`src/rtl/cmd_assembler_pkg.sv`:
```
// ---------------------------------------------------------------------------
// cmd_assembler_pkg
// Shared constants for the command assembler:
//   - receive FSM state encodings (RX_IDLE, RX_WAIT_LO)
//   - transmit FSM state encodings (TX_IDLE, TX_BUSY)
//   - POS_ACK: the conventional positive-acknowledge response byte
// ---------------------------------------------------------------------------
package cmd_assembler_pkg;

  // Receive FSM: waiting for the high byte, or holding it and waiting for
  // the low byte.
  localparam logic [0:0] RX_IDLE    = 1'b0;
  localparam logic [0:0] RX_WAIT_LO = 1'b1;

  // Transmit FSM: transmitter free, or a byte is in flight.
  localparam logic [0:0] TX_IDLE = 1'b0;
  localparam logic [0:0] TX_BUSY = 1'b1;

  // Positive acknowledge response byte.
  localparam logic [7:0] POS_ACK = 8'hA5;

endpackage

```
`src/rtl/cmd_assembler_resp_buf.sv`:
```
// ---------------------------------------------------------------------------
// cmd_assembler_resp_buf
// Response transmit sequencer with a one-deep pending buffer. A response
// requested while the UART transmitter is busy is parked in the buffer and
// launched as soon as the current byte completes; a newer request replaces
// an older parked one.
//
// Ports:
//   i_clk       system clock (rising edge)
//   i_rst_n     asynchronous active-low reset
//   i_snd_resp  one-cycle request to transmit i_resp
//   i_resp      response byte
//   i_tx_done   UART transmitter finished the current byte
//   o_trmt      one-cycle pulse starting a UART transmit (registered)
//   o_tx_data   byte presented to the transmitter (registered, held)
// ---------------------------------------------------------------------------
module cmd_assembler_resp_buf
  import cmd_assembler_pkg::*;
(
  input  logic       i_clk,
  input  logic       i_rst_n,
  input  logic       i_snd_resp,
  input  logic [7:0] i_resp,
  input  logic       i_tx_done,
  output logic       o_trmt,
  output logic [7:0] o_tx_data
);

  logic [0:0] r_state;
  logic [7:0] r_pend;
  logic       r_pend_vld;
  logic       r_trmt;
  logic [7:0] r_tx_data;

  always_ff @(posedge i_clk or negedge i_rst_n) begin
    if (!i_rst_n) begin
      r_state    <= TX_IDLE;
      r_pend     <= 8'h00;
      r_pend_vld <= 1'b0;
      r_trmt     <= 1'b0;
      r_tx_data  <= 8'h00;
    end else begin
      r_trmt <= 1'b0;
      case (r_state)
        TX_IDLE: begin
          if (i_snd_resp) begin
            r_tx_data <= i_resp;
            r_trmt    <= 1'b1;
            r_state   <= TX_BUSY;
          end
        end
        default: begin
          if (i_tx_done) begin
            if (i_snd_resp) begin
              // A request arriving with tx_done is the newest one: it would
              // overwrite the pending slot and be launched immediately, so
              // bypass the slot and drop whatever was parked there.
              r_tx_data  <= i_resp;
              r_trmt     <= 1'b1;
              r_pend_vld <= 1'b0;
            end else if (r_pend_vld) begin
              r_tx_data  <= r_pend;
              r_trmt     <= 1'b1;
              r_pend_vld <= 1'b0;
            end else begin
              r_state <= TX_IDLE;
            end
          end else if (i_snd_resp) begin
            r_pend     <= i_resp;
            r_pend_vld <= 1'b1;
          end
        end
      endcase
    end
  end

  assign o_trmt    = r_trmt;
  assign o_tx_data = r_tx_data;

endmodule

```
`src/rtl/cmd_assembler.sv`:
```
// ---------------------------------------------------------------------------
// cmd_assembler
// Builds 16-bit commands from pairs of UART bytes (high byte first) and
// sequences response bytes back to the UART transmitter. A high byte with no
// low byte following within the inter-byte timeout is discarded and flagged
// with frame_err. Receive and transmit paths are fully independent.
//
// Parameters:
//   FAST_SIM  1 shortens the inter-byte timeout to a 10-bit counter
//   TMO_BITS  timeout counter width when FAST_SIM = 0
//
// Ports:
//   clk          system clock (rising edge)
//   rst_n        asynchronous active-low reset
//   rx_rdy       receiver holds a valid byte (level until cleared)
//   rx_data      received byte
//   clr_rx_rdy   one-cycle pulse consuming the current byte (combinational)
//   cmd          assembled command {high, low}
//   cmd_rdy      cmd valid (level)
//   clr_cmd_rdy  consumer acknowledges cmd
//   frame_err    one-cycle pulse: high byte discarded on timeout
//   snd_resp     one-cycle request to transmit resp
//   resp         response byte
//   trmt         one-cycle pulse starting a UART transmit
//   tx_data      byte presented to the transmitter
//   tx_done      transmitter finished the current byte
// ---------------------------------------------------------------------------
module cmd_assembler
  import cmd_assembler_pkg::*;
#(
  parameter int FAST_SIM = 0,
  parameter int TMO_BITS = 20
) (
  input  logic        clk,
  input  logic        rst_n,
  input  logic        rx_rdy,
  input  logic [7:0]  rx_data,
  output logic        clr_rx_rdy,
  output logic [15:0] cmd,
  output logic        cmd_rdy,
  input  logic        clr_cmd_rdy,
  output logic        frame_err,
  input  logic        snd_resp,
  input  logic [7:0]  resp,
  output logic        trmt,
  output logic [7:0]  tx_data,
  input  logic        tx_done
);

  localparam int            TW        = (FAST_SIM != 0) ? 10 : TMO_BITS;
  localparam logic [TW-1:0] TMO_MAX   = '1;
  localparam logic [TW-1:0] TIMER_ONE = TW'(1);

  logic [0:0]    r_rx_state;
  logic [7:0]    r_hi;
  logic [TW-1:0] r_timer;
  logic          r_clr_d;
  logic [15:0]   r_cmd;
  logic          r_cmd_rdy;
  logic          r_frame_err;

  logic w_accept;
  logic w_timeout;

  // Both receive states consume a byte when one is presented. The receiver
  // needs a cycle to drop rx_rdy after being cleared, so the cycle right
  // after a clear is ignored; this also keeps clr_rx_rdy from ever being
  // high on two consecutive cycles. rst_n gating keeps it low in reset.
  assign w_accept   = rst_n & rx_rdy & ~r_clr_d;
  assign clr_rx_rdy = w_accept;

  // A byte arriving on the very cycle the timer is all-ones still counts as
  // the low byte, so the timeout only fires when nothing is accepted.
  assign w_timeout = (r_rx_state == RX_WAIT_LO) && !w_accept && (r_timer == TMO_MAX);

  always_ff @(posedge clk or negedge rst_n) begin
    if (!rst_n) begin
      r_rx_state  <= RX_IDLE;
      r_hi        <= 8'h00;
      r_timer     <= '0;
      r_clr_d     <= 1'b0;
      r_cmd       <= 16'h0000;
      r_cmd_rdy   <= 1'b0;
      r_frame_err <= 1'b0;
    end else begin
      r_clr_d     <= w_accept;
      r_frame_err <= w_timeout;

      case (r_rx_state)
        RX_IDLE: begin
          if (w_accept) begin
            r_hi       <= rx_data;
            r_timer    <= '0;
            r_rx_state <= RX_WAIT_LO;
          end
        end
        RX_WAIT_LO: begin
          if (w_accept) begin
            r_cmd      <= {r_hi, rx_data};
            r_timer    <= '0;
            r_rx_state <= RX_IDLE;
          end else if (w_timeout) begin
            r_hi       <= 8'h00;
            r_timer    <= '0;
            r_rx_state <= RX_IDLE;
          end else begin
            r_timer <= r_timer + TIMER_ONE;
          end
        end
        default: r_rx_state <= RX_IDLE;
      endcase

      // Completion of a command takes priority over the consumer's clear;
      // the start of a new command invalidates the previous one.
      if ((r_rx_state == RX_WAIT_LO) && w_accept) begin
        r_cmd_rdy <= 1'b1;
      end else if (((r_rx_state == RX_IDLE) && w_accept) || clr_cmd_rdy) begin
        r_cmd_rdy <= 1'b0;
      end
    end
  end

  assign cmd       = r_cmd;
  assign cmd_rdy   = r_cmd_rdy;
  assign frame_err = r_frame_err;

  cmd_assembler_resp_buf u_resp_buf (
    .i_clk      (clk),
    .i_rst_n    (rst_n),
    .i_snd_resp (snd_resp),
    .i_resp     (resp),
    .i_tx_done  (tx_done),
    .o_trmt     (trmt),
    .o_tx_data  (tx_data)
  );

endmodule

```
`config.mk`:
```
export PLATFORM = sky130hd
export DESIGN_NAME = cmd_assembler
export DESIGN_NICKNAME = d
export VERILOG_FILES = /design/src/rtl/cmd_assembler_pkg.sv /design/src/rtl/cmd_assembler_resp_buf.sv /design/src/rtl/cmd_assembler.sv
export SDC_FILE = /design/constraint.sdc
export NUM_CORES = 1
export LEC_CHECK = 0
export ABC_AREA = 0
export BUFFER_PORTS_ARGS = -buffer_cell sky130_fd_sc_hd__clkbuf_2
export CAP_MARGIN = 30
export CORE_MARGIN = 4
export CORE_UTILIZATION = 25
export DETAILED_ROUTE_END_ITERATION = 10
export GPL_TIMING_DRIVEN = 0
export PLACE_DENSITY = 0.46
export SLEW_MARGIN = 10
export SYNTH_ARGS = -nofsm -noshare
export SYNTH_HDL_FRONTEND = slang
export SYNTH_SLANG_ARGS = --single-unit
```
`constraint.sdc`:
```
create_clock -name clk -period 4.45 [get_ports clk]
set_input_delay 0 -clock clk [delete_from_list [all_inputs] [get_ports clk]]
set_output_delay 0 -clock clk [all_outputs]
set_load 0.1 [all_outputs]
```
==> results of run 1 <==
==> cell usage in the layout, fill, tap and decap left out, types with 3 or more instances in the layout <==
cell type	synthesis	layout
mux2_2	24	24
nand3_1	6	6
and3_1	4	4
clkinv_2	0	3
a31oi_1	3	3
and4_1	3	3
nand2_1	28	28
a21oi_1	16	16
nor3_1	9	9
dfrtp_1	67	67
dlygate4sd3_1	0	21
nand3b_1	3	3
nor2_1	16	16
xor2_1	3	3
mux2i_1	10	10
a21o_1	3	3
nand4_1	4	4
o21ai_0	21	21
a211oi_1	6	6
clkbuf_2	0	48
clkbuf_1	8	8
inv_1	5	5
clkbuf_16	0	9
or3_1	7	7
buf_2	5	5
==> worst reg2reg max path, cell delays in order (launching register included) <==
cell	delay [ps]
dfrtp_1	350
nand3b_1	380
inv_1	250
clkbuf_1	400
buf_1	540
nor2_1	110
==> state kept, by name (all words and copies together), names as in the netlist, 8 cells and up <==
name                  cells
u_resp_buf.o_tx_data      8
r_timer                  20
cmd                      16
r_hi                      8
u_resp_buf.r_pend         8
==> layout make-up <==
type | instances | area share [%]
sequential | 67 | 42.09
buffer | 15 | 1.759
multi-input combinational | 191 | 32.07
inverter | 6 | 0.5653
tap | 147 | 4.617
clock inverter | 3 | 0.3769
timing repair buffer | 71 | 12.19
clock buffer | 11 | 6.344
==> layer usage <==
layer / vias to the layer above / track usage [%] / part of all wire (%)
met5: - / 0 / 0
met2: 37 / 18.47 / 47
met3: 10 / 2.679 / 2.8
li1: 1178 / - / -
met4: 0 / 5.358 / 2.0
met1: 1190 / 15.85 / 48
==> power breakdown <==
part | internal, mW | switching [mW]
Clock | 0.398 | 0.248
Combinational | 0.200 | 0.838
Sequential | 0.759 | 0.0954
==> per-stage QoR <==
step                utilization [%]  setup slack, ps  hold slack (ps)
global placement              29.06            400.9            229.3
CTS                           33.31             1039            126.3
floorplan                         -             2074           -295.6
finish                        33.31             1173            113.9
global route                  33.31            818.9            155.8
detailed placement            29.31             1613           -94.37
==> how the worst max path moves through the flow <==
stage,startpoint,to,cells past startpoint
2_1_floorplan,r_clr_d$_DFF_PN0_,r_timer[10]$_DFFE_PN0P_,5
3_3_place_gp,rst_n,clr_rx_rdy,6
3_5_place_dp,rst_n,clr_rx_rdy,7
4_1_cts,rst_n,clr_rx_rdy,8
5_1_grt,rst_n,clr_rx_rdy,8
6_report,rst_n,clr_rx_rdy,8
==> cell families after synthesis <==
family / count (synthesis) / share of synthesized area, %
XOR/XNOR: 5 / 1.438
buffers and inverters: 21 / 3.039
flip-flops: 67 / 55.03
adder cells (fa/ha/maj): 1 / 0.4106
multiplexers: 34 / 12.16
AO/OA/AOI/OAI: 60 / 11.70
AND/OR/NAND/NOR: 91 / 16.22
==> results.md, run 1 <==
- Wire per inst: 14.92 um
- N_diodes: 0
- Startpoint types: input pin
- Min Tclk post-route: 3277 ps
- Largest stage delay, worst path: 580 ps
- Reg2reg setup slack: 2260 ps
- Post-Place Cell Area: 3506 um^2
- Multi-input gate area: 1277 um^2
- Post-Syn Nets: 302
- H-tree depth: 3
- WP data required: 4450 ps
- Initial core utilization: 25.47%
- Period utilization: 73.64%
- Number of synthesized flops with an enable pin: 0
- Bufs on Longest Clock Path: 2
- Routability cong.: 0.7317
- # fillers: 1216
- Pwr per Cell Area: 637.0 nW/um^2
- RSZ-0062 raised after global routing: false
- Area of the mapped netlist: 3047 um^2
- Fmax: 305.2 MHz
- Die Span Y: 118.4 um
- Crit Path Class: in2out
- Fin Clk Skew: 5.526 ps
- Critical Path Sink Type: primary output
- Unique cell type count in the Yosys netlist: 42
- Number of CTS-inserted buffers: 9
- Ys flop type: dfrtp_1
- Post-CTS Setup Inserts: 0
- WL final: 7.625 mm
- Slew HR: 58.02%
- Total gr overflow: 0
- DIE WIDTH: 118.4 um
- Peak supply drop: 0.3957 mV
- Syn_area_per_cell: 10.92 um^2
- Area contributors post-synth: dfrtp_1 55%, mux2_2 8.9%, nand2_1 3.4%
- Hold-fix buffers at CTS: 21
- Post-Layout Cell Count: 511
- DRC violations left: 0
- Final setup viols: 0
- Register area share after synthesis: 55.03%
- Total power: 2.538 mW
- Hpwl dp: 5.122 mm
- Fin area: 3984 um^2
- Leak Pwr: 1.775 nW
- Global-route wire length before repair: 13.23 mm
- Outcome: completed
- Top post-synthesis cells by count: 67 x dfrtp_1, 28 x nand2_1, 24 x mux2_2
- CTS tree: yes
- Area growth, synth to finish: 30.76%
- IO Pins: 50
- Worst Reg-to-Reg Cells: 5
- # nets final: 384
- CTS root buf: clkbuf_16
- Worst r2r src: r_clr_d$_DFF_PN0_
- Crit path max-delay family: buffers and inverters
- Routed via count: 2415
- Reg-to-Reg End: r_timer[4]$_DFFE_PN0P_
- Synth top area share: 55.03%
- Post-CTS Resized: 0
- Max_cap viols: 0
- Vias in the first global route: 2535
- Count leader, synth: dfrtp_1
- Worst-Skew Late Latency: 330 ps
- Routed Antenna Nets: 0
- WP data arrival: 3280 ps
- #FFs+latches synth: 67
- Register area: 1677 um^2
- Fraction of layout cells with a size suffix above 1: 26.65%
- Starting DRT DRC Count: 75
- Port buffer count: 49
- Tot GR Track Use: 11.90%
- Buf+Inv Stages, Crit Path: 7
- Final slew viol count: 0
- Leading area contributor after synthesis: dfrtp_1
- Die area: 14020 um^2
- Cells after Synth: 279
- Core area: 11960 um^2
- Crit-path max FO: 56
- Cell row count: 40
- Ys async rst share: 100.0%
- Vias/cell: 4.726
- Max stage delay cell, worst path: clkbuf_2
- Hold Path Class: in2async
- Largest net degree at the start of global routing: 57
- Setup_tns: 0 ps
- Crit-path cells: dlygate4sd3_1 > clkbuf_4 > buf_16 > nand3b_1 > inv_1 > clkbuf_1 > buf_1 > clkbuf_2
- Drt pass-1 iters: 6
- Reg clk slew, reported paths: 50 ps
- Hold Vio Cnt, Final: 0
- Initial antenna violation count: 0
- Placed instance count: 476
- Worst-margin pin slew: 629.8 ps
- Clk sink count: 67
- Yosys Warn Count: 0
Note: power is estimated with default switching activity, not from simulation.
==> run 2: changes to the inputs <==
--- a/config.mk
+++ b/config.mk
@@ -12,7 +12,7 @@
 export CORE_UTILIZATION = 25
 export DETAILED_ROUTE_END_ITERATION = 10
 export GPL_TIMING_DRIVEN = 0
-export PLACE_DENSITY = 0.46
+export PLACE_DENSITY = 0.47
 export SLEW_MARGIN = 10
 export SYNTH_ARGS = -nofsm -noshare
 export SYNTH_HDL_FRONTEND = slang
==> constraint.sdc (replaced) <==
create_clock -name clk -period 2.98 [get_ports clk]
set_input_delay 0 -clock clk [delete_from_list [all_inputs] [get_ports clk]]
set_output_delay 0 -clock clk [all_outputs]
set_load 0.1 [all_outputs]
==> results.md, run 2 (synthesis gave the netlist of run 1 again) <==
- Starting DRT DRC Count: 111 (was 75)
- Routability cong.: 0.7136 (was 0.7317)
- Number of CTS-inserted buffers: 9 (unchanged)
- Min Tclk post-route: 2638 ps
- H-tree depth: 3 (unchanged)
- Hold Vio Cnt, Final: 0 (unchanged)
- Register area: 1677 um^2 (unchanged)
- Sw frac: 44.76% (was 46.54%)
- WL final: 7.700 mm (was 7.625 mm)
- Routed via count: 2452 (was 2415)
- N_diodes: 0 (unchanged)
- Bufs on Longest Clock Path: 2 (unchanged)
- RSZ-0062 raised after global routing: false (unchanged)
- Reg power frac: 32.0% (was 33.7%)
- Post-CTS Setup Inserts: 0 (unchanged)
- CTS tree: yes (unchanged)
- Hold Path Class: in2async (unchanged)
- Die Span Y: 118.4 um (unchanged)
- Worst-Skew Late Latency: 330 ps (about the same)
- Max_cap viols: 0 (unchanged)
- # nets final: 388 (was 384)
- Layout Utilization: 34.63% (was 33.31%)
- Worst setup margin: 342.4 ps (was 1173 ps)
- Area growth, synth to finish: 35.98% (was 30.76%)
- Final slew viol count: 0 (unchanged)
- Dpl ws: 77.78 ps (was 1613 ps)
- Slew HR: 58.23% (was 58.02%)
- WP data arrival: 2640 ps (was 3280 ps)
- Internal power: 2.200 mW (was 1.357 mW)
- Core area: 11960 um^2 (unchanged)
- Final setup viols: 0 (unchanged)
- Wire per inst: 14.89 um (was 14.92 um)
- Vias in the first global route: 2455 (was 2535)
- Fmax: 379.1 MHz
- Setup_tns: 0 ps (unchanged)
- Most frequent cells in the layout: 67 x dfrtp_1, 49 x clkbuf_2, 28 x nand2_1, 24 x mux2_2, 21 x o21ai_0 (was 67 x dfrtp_1, 48 x clkbuf_2, 28 x nand2_1, 24 x mux2_2)
- Initial antenna violation count: 0 (unchanged)
- Die area: 14020 um^2 (unchanged)
- Cell row count: 40 (unchanged)
- Largest register by flop count: r_timer (unchanged)
- DIE WIDTH: 118.4 um (unchanged)
- Most Frequent Cell on Critical Path: clkbuf_2
- Crit-path max FO: 11 (was 56)
- Initial core utilization: 25.47% (unchanged)
- Clk sink count: 67 (unchanged)
- Crit Path Class: reg2out (was in2out)
- Total gr overflow: 0 (unchanged)
- Fraction of layout cells with a size suffix above 1: 27.84% (was 26.65%)
- Multi-input gate area: 1277 um^2 (unchanged)
- Peak supply drop: 0.5253 mV (was 0.3957 mV)
- Worst-margin pin slew: 626.6 ps (was 629.8 ps)
- Critical Path Sink Type: primary output (unchanged)
- Total power: 3.983 mW (was 2.538 mW)
- Startpoint types: flop (was input pin)
- Leading cell type in the layout, fill and taps excluded: dfrtp_1 (unchanged)
- Global-route wire length before repair: 12.81 mm (was 13.23 mm)
- Routed Antenna Nets: 0 (unchanged)
- # fillers: 1199 (was 1216)
- Vias/cell: 4.743 (was 4.726)
- Hpwl dp: 5.057 mm (was 5.122 mm)
- Fin Clk Skew: 7.836 ps (was 5.526 ps)
- Pwr per Cell Area: 961.4 nW/um^2 (was 637.0 nW/um^2)
- CTS root buf: clkbuf_16 (unchanged)
- Sw Pwr: 1.783 mW (was 1.181 mW)
- IO Pins: 50 (unchanged)
- Reg clk slew, reported paths: 50 ps (about the same)
- DRC violations left: 0 (unchanged)
- Port buffer count: 49 (unchanged)
- Largest stage delay, worst path: 520 ps (was 580 ps)
- Tot GR Track Use: 11.60% (was 11.90%)
- Buf+Inv Stages, Crit Path: 4 (was 7)
- Max stage delay cell, worst path: clkbuf_2 (unchanged)
- Crit-path cells: nand3b_1 > inv_1 > clkbuf_1 > clkbuf_2 > clkbuf_2 (was dlygate4sd3_1 > clkbuf_4 > buf_16 > nand3b_1 > inv_1 > clkbuf_1 > buf_1 > clkbuf_2)
- Number of flip-flops under the largest register name: 20 (unchanged)
- Period utilization: 88.51%
- Comb power frac: 39.3% (was 40.9%)
- Largest net degree at the start of global routing: 46 (was 57)
- WP data required: 2980 ps (was 4450 ps)
- Drt pass-1 iters: 4 (was 6)
- Clock power frac: 28.7% (was 25.4%)
- Crit path max-delay family: buffers and inverters (unchanged)
- Outcome: completed (unchanged)
- Leak Pwr: 1.847 nW (was 1.775 nW)
-- run 2: changes by cell type in the layout (fill, tap and decap cells not counted), moves of 2 or more --
cell	previous run	this run
buf_12	0	3
buf_16	1	3
bufinv_16	0	2
clkbuf_1	8	10
clkinv_2	3	1
-- run 2: area by class of cell --
class,instances,share of cell area [%]
inverters,6,0.5436
clock buffers,12,5.950
plain buffers,15,1.722
flip-flops and latches,67,40.47
multi-input cells,191,30.84
repair buffers,75,14.26
well taps,147,4.440
clock inverters,4,1.782
-- run 2: what timing repair did --
item / CTS / global route
gates resized for setup: 0 / 1
setup endpoints to repair: 0 / 1
hold buffers: 24 / 0
hold endpoints to repair: 101 / 0
-- run 2: per-stage QoR --
step,cell area [um^2],std cells,hold WS (ps)
after floorplan,3047,279,-295.6
after global routing,4143,517,49.97
after detailed placement,3506,476,-30.07
after global placement,3476,475,235.5
final,4143,517,23.47
after CTS,4114,516,33.26
-- run 2: power by group through the flow --
| stage | registers, mW | clock network, mW | logic, mW |
|---|---|---|---|
| finish | 1.27 | 1.14 | 1.56 |
| global route | 1.31 | 1.23 | 1.64 |
| CTS | 1.28 | 1.18 | 1.57 |
| detailed placement | 1.29 | 0 | 1.54 |
| global placement | 1.28 | 0 | 1.53 |
| floorplan | 2.23 | 0 | 0.307 |
-- run 2: final timing paths --
path | slack (ps) | to | startpoint | cells after the start
setup / recovery | 340 | clr_rx_rdy | r_clr_d$_DFF_PN0_ | 5
min in group clk | 290 | cmd_rdy$_DFFE_PN0P_ | rx_rdy | 4
setup reg to reg | 840 | r_hi[2]$_DFFE_PN0P_ | r_clr_d$_DFF_PN0_ | 6
max in group asynchronous | 2090 | cmd[13]$_DFFE_PN0P_ | rst_n | 6
hold reg to reg | 490 | u_resp_buf.o_tx_data[6]$_DFFE_PN0P_ | u_resp_buf.o_tx_data[6]$_DFFE_PN0P_ | 2
hold / removal | 20 | r_timer[13]$_DFFE_PN0P_ | rst_n | 6
-- run 2: per-layer routing --
metal / part of all wire, % / wire length [um] / GRT usage (%)
met1: 47 / 3649 / 15.22
met3: 4.1 / 315 / 3.971
met4: 1.7 / 129 / 4.562
met2: 47 / 3604 / 17.58
met5: 0 / 0 / 0
-- run 2: worst reg2reg max path, cell delays in order, from the launching register on --
cell	delay [ps]
dfrtp_1	340
nand3b_1	390
inv_1	250
clkbuf_1	420
nand2_1	360
nor2_1	180
nor3_1	70
==> run 3: changes to the inputs <==
--- a/config.mk
+++ b/config.mk
@@ -12,7 +12,7 @@
 export CORE_UTILIZATION = 25
 export DETAILED_ROUTE_END_ITERATION = 10
 export GPL_TIMING_DRIVEN = 0
-export PLACE_DENSITY = 0.47
+export PLACE_DENSITY_LB_ADDON = 0.25
 export SLEW_MARGIN = 10
 export SYNTH_ARGS = -nofsm -noshare
 export SYNTH_HDL_FRONTEND = slang
==> results.md, run 3 (synthesis gave the netlist of run 1 again) <==
- Fin Clk Skew: 5.908 ps (was 7.836 ps)
- Startpoint types: flop (unchanged)
- Post-Layout Cell Count: 513 (was 517)
- Fin area: 4040 um^2 (was 4143 um^2)
- Vias in the first global route: 2539 (was 2455)
- Layout Utilization: 33.78% (was 34.63%)
- Initial antenna violation count: 0 (unchanged)
- Worst-margin pin slew: 639.8 ps (was 626.6 ps)
- Placed instance count: 476 (unchanged)
- Grt met2 use: 17.43% (was 17.58%)
- Routed Antenna Nets: 0 (unchanged)
- Final setup viols: 0 (unchanged)
- Core area: 11960 um^2 (unchanged)
- Peak supply drop: 0.4256 mV (was 0.5253 mV)
- Total power: 3.959 mW (was 3.983 mW)
- Crit-path max FO: 11 (unchanged)
- Worst r2r src: r_clr_d$_DFF_PN0_ (unchanged)
- Post-Place Cell Area: 3498 um^2 (was 3506 um^2)
- # nets final: 385 (was 388)
- RSZ-0062 raised after global routing: false (unchanged)
- M3 GR Usage: 3.589% (was 3.971%)
- Global-route wire length before repair: 13.14 mm (was 12.81 mm)
- Outcome: completed (unchanged)
- H-tree depth: 3 (unchanged)
- Reg-to-Reg End: r_hi[1]$_DFFE_PN0P_ (was r_hi[2]$_DFFE_PN0P_)
- Routability cong.: 0.7202 (was 0.7136)
- Busiest grt layer: met2 (unchanged)
- DIE WIDTH: 118.4 um (unchanged)
- Fraction of layout cells with a size suffix above 1: 26.50% (was 27.84%)
- Clk sink count: 67 (unchanged)
- Leading cell type in the layout, fill and taps excluded: dfrtp_1 (unchanged)
- Area growth, synth to finish: 32.61% (was 35.98%)
- DRC violations left: 0 (unchanged)
- Crit path max-delay family: buffers and inverters (unchanged)
- Reg2reg setup slack: 870 ps (was 840 ps)
- CTS tree: yes (unchanged)
- Leak Pwr: 1.798 nW (was 1.847 nW)
- Routed via count: 2440 (was 2452)
- Crit Path Class: reg2out (unchanged)
- WP data required: 2980 ps (about the same)
- Max stage delay cell, worst path: clkbuf_2 (unchanged)
- Total gr overflow: 0 (unchanged)
- Hold Path Class: in2async (unchanged)
- Final slew viol count: 0 (unchanged)
- Min Tclk post-route: 2648 ps (was 2638 ps)
- Number of flip-flops under the largest register name: 20 (unchanged)
- Critical Path Sink Type: primary output (unchanged)
- Most frequent cells in the layout: 67 x dfrtp_1, 49 x clkbuf_2, 28 x nand2_1, 24 x mux2_2 (was 67 x dfrtp_1, 49 x clkbuf_2, 28 x nand2_1, 24 x mux2_2, 21 x o21ai_0)
- Vias/cell: 4.756 (was 4.743)
- Largest stage delay, worst path: 520 ps (about the same)
- Cell row count: 40 (unchanged)
- # fillers: 1199 (unchanged)
- M1 GR Usage: 15.95% (was 15.22%)
- Setup_tns: 0 ps (unchanged)
- WL final: 7.697 mm (was 7.700 mm)
- CTS root buf: clkbuf_16 (unchanged)
- Port buffer count: 49 (unchanged)
- IO Pins: 50 (unchanged)
- Worst Reg-to-Reg Cells: 6 (unchanged)
- Pwr per Cell Area: 980.0 nW/um^2 (was 961.4 nW/um^2)
- Post-CTS Setup Inserts: 0 (unchanged)
- Fmax: 377.7 MHz (was 379.1 MHz)
- Worst-Skew Late Latency: 330 ps (about the same)
- Number of CTS-inserted buffers: 9 (unchanged)
- Starting DRT DRC Count: 91 (was 111)
- Hpwl dp: 5.085 mm (was 5.057 mm)
- Buf+Inv Stages, Crit Path: 4 (unchanged)
- Crit-path cells: nand3b_1 > inv_1 > clkbuf_1 > clkbuf_2 > clkbuf_2 (unchanged)
- Most Frequent Cell on Critical Path: clkbuf_2 (unchanged)
- Reg clk slew, reported paths: 50 ps (about the same)
- WP data arrival: 2650 ps (was 2640 ps)
- Largest register by flop count: r_timer (unchanged)
- Period utilization: 88.85% (was 88.51%)
- Initial core utilization: 25.47% (unchanged)
- N_diodes: 0 (unchanged)
- Max_cap viols: 0 (unchanged)
- Largest net degree at the start of global routing: 41 (was 46)
- Die area: 14020 um^2 (unchanged)
- Drt pass-1 iters: 4 (unchanged)
- Die Span Y: 118.4 um (unchanged)
- Hold Vio Cnt, Final: 0 (unchanged)
- Slew HR: 57.35% (was 58.23%)
- Tot GR Track Use: 11.81% (was 11.60%)
- Bufs on Longest Clock Path: 2 (unchanged)
- Wire per inst: 15.00 um (was 14.89 um)
-- run 3: cell count changes in the layout (fill, tap and decap cells not counted), sizes merged --
cell,before,now
buf,12,8
clkbuf,70,71
clkinv,3,1
dlygate4sd3,20,21
-- run 3: how the worst max path moves through the flow --
stage	startpoint	end	depth (start not counted)	slack [ps]
after floorplan	r_clr_d$_DFF_PN0_	r_timer[10]$_DFFE_PN0P_	5	600
after global placement	rst_n	clr_rx_rdy	6	-1140
after detailed placement	rst_n	clr_rx_rdy	6	230
after CTS	r_clr_d$_DFF_PN0_	clr_rx_rdy	5	30
after global routing	r_clr_d$_DFF_PN0_	clr_rx_rdy	5	70
final	r_clr_d$_DFF_PN0_	clr_rx_rdy	5	330
-- run 3: metrics by stage --
step	hold WS (ps)	setup slack, ps
6_report	224.9	332.3
5_1_grt	255.0	65.71
4_1_cts	228.7	31.85
3_5_place_dp	1.762	232.6
3_3_place_gp	228.0	-1137
2_1_floorplan	-295.6	604.2
-- run 3: metal layers --
metal | wire, um | vias up
met5 | 0 | -
met4 | 144 | 0
met3 | 326 | 11
met2 | 3475 | 48
met1 | 3751 | 1201
li1 | - | 1180
-- run 3: timing repair --
item	CTS	global route
endpoints found under the setup margin	0	1
gates resized for setup	0	1
hold buffers	22	0
hold endpoints to repair	62	0
-- run 3: area by class of cell --
class | instances | area [um^2] | area share, %
well taps | 147 | 183.9 | 4.552
plain buffers | 15 | 71.32 | 1.765
multi-input cells | 191 | 1277 | 31.62
inverters | 6 | 22.52 | 0.5574
clock buffers | 13 | 250.2 | 6.194
repair buffers | 72 | 498.0 | 12.33
clock inverters | 2 | 60.06 | 1.487
flip-flops and latches | 67 | 1677 | 41.50
-- run 3: power breakdown --
part / leakage (nW) / switching, mW / internal (mW) / total, mW
logic: 0.824 / 1.25 / 0.300 / 1.55
clock network: 0.150 / 0.384 / 0.752 / 1.14
registers: 0.823 / 0.142 / 1.13 / 1.28
total: 1.80 / 1.77 / 2.19 / 3.96
-- run 3: worst min-delay path, cell delays in order --
cell,delay (ps)
dlygate4sd3_1,530
clkbuf_4,180
buf_12,200
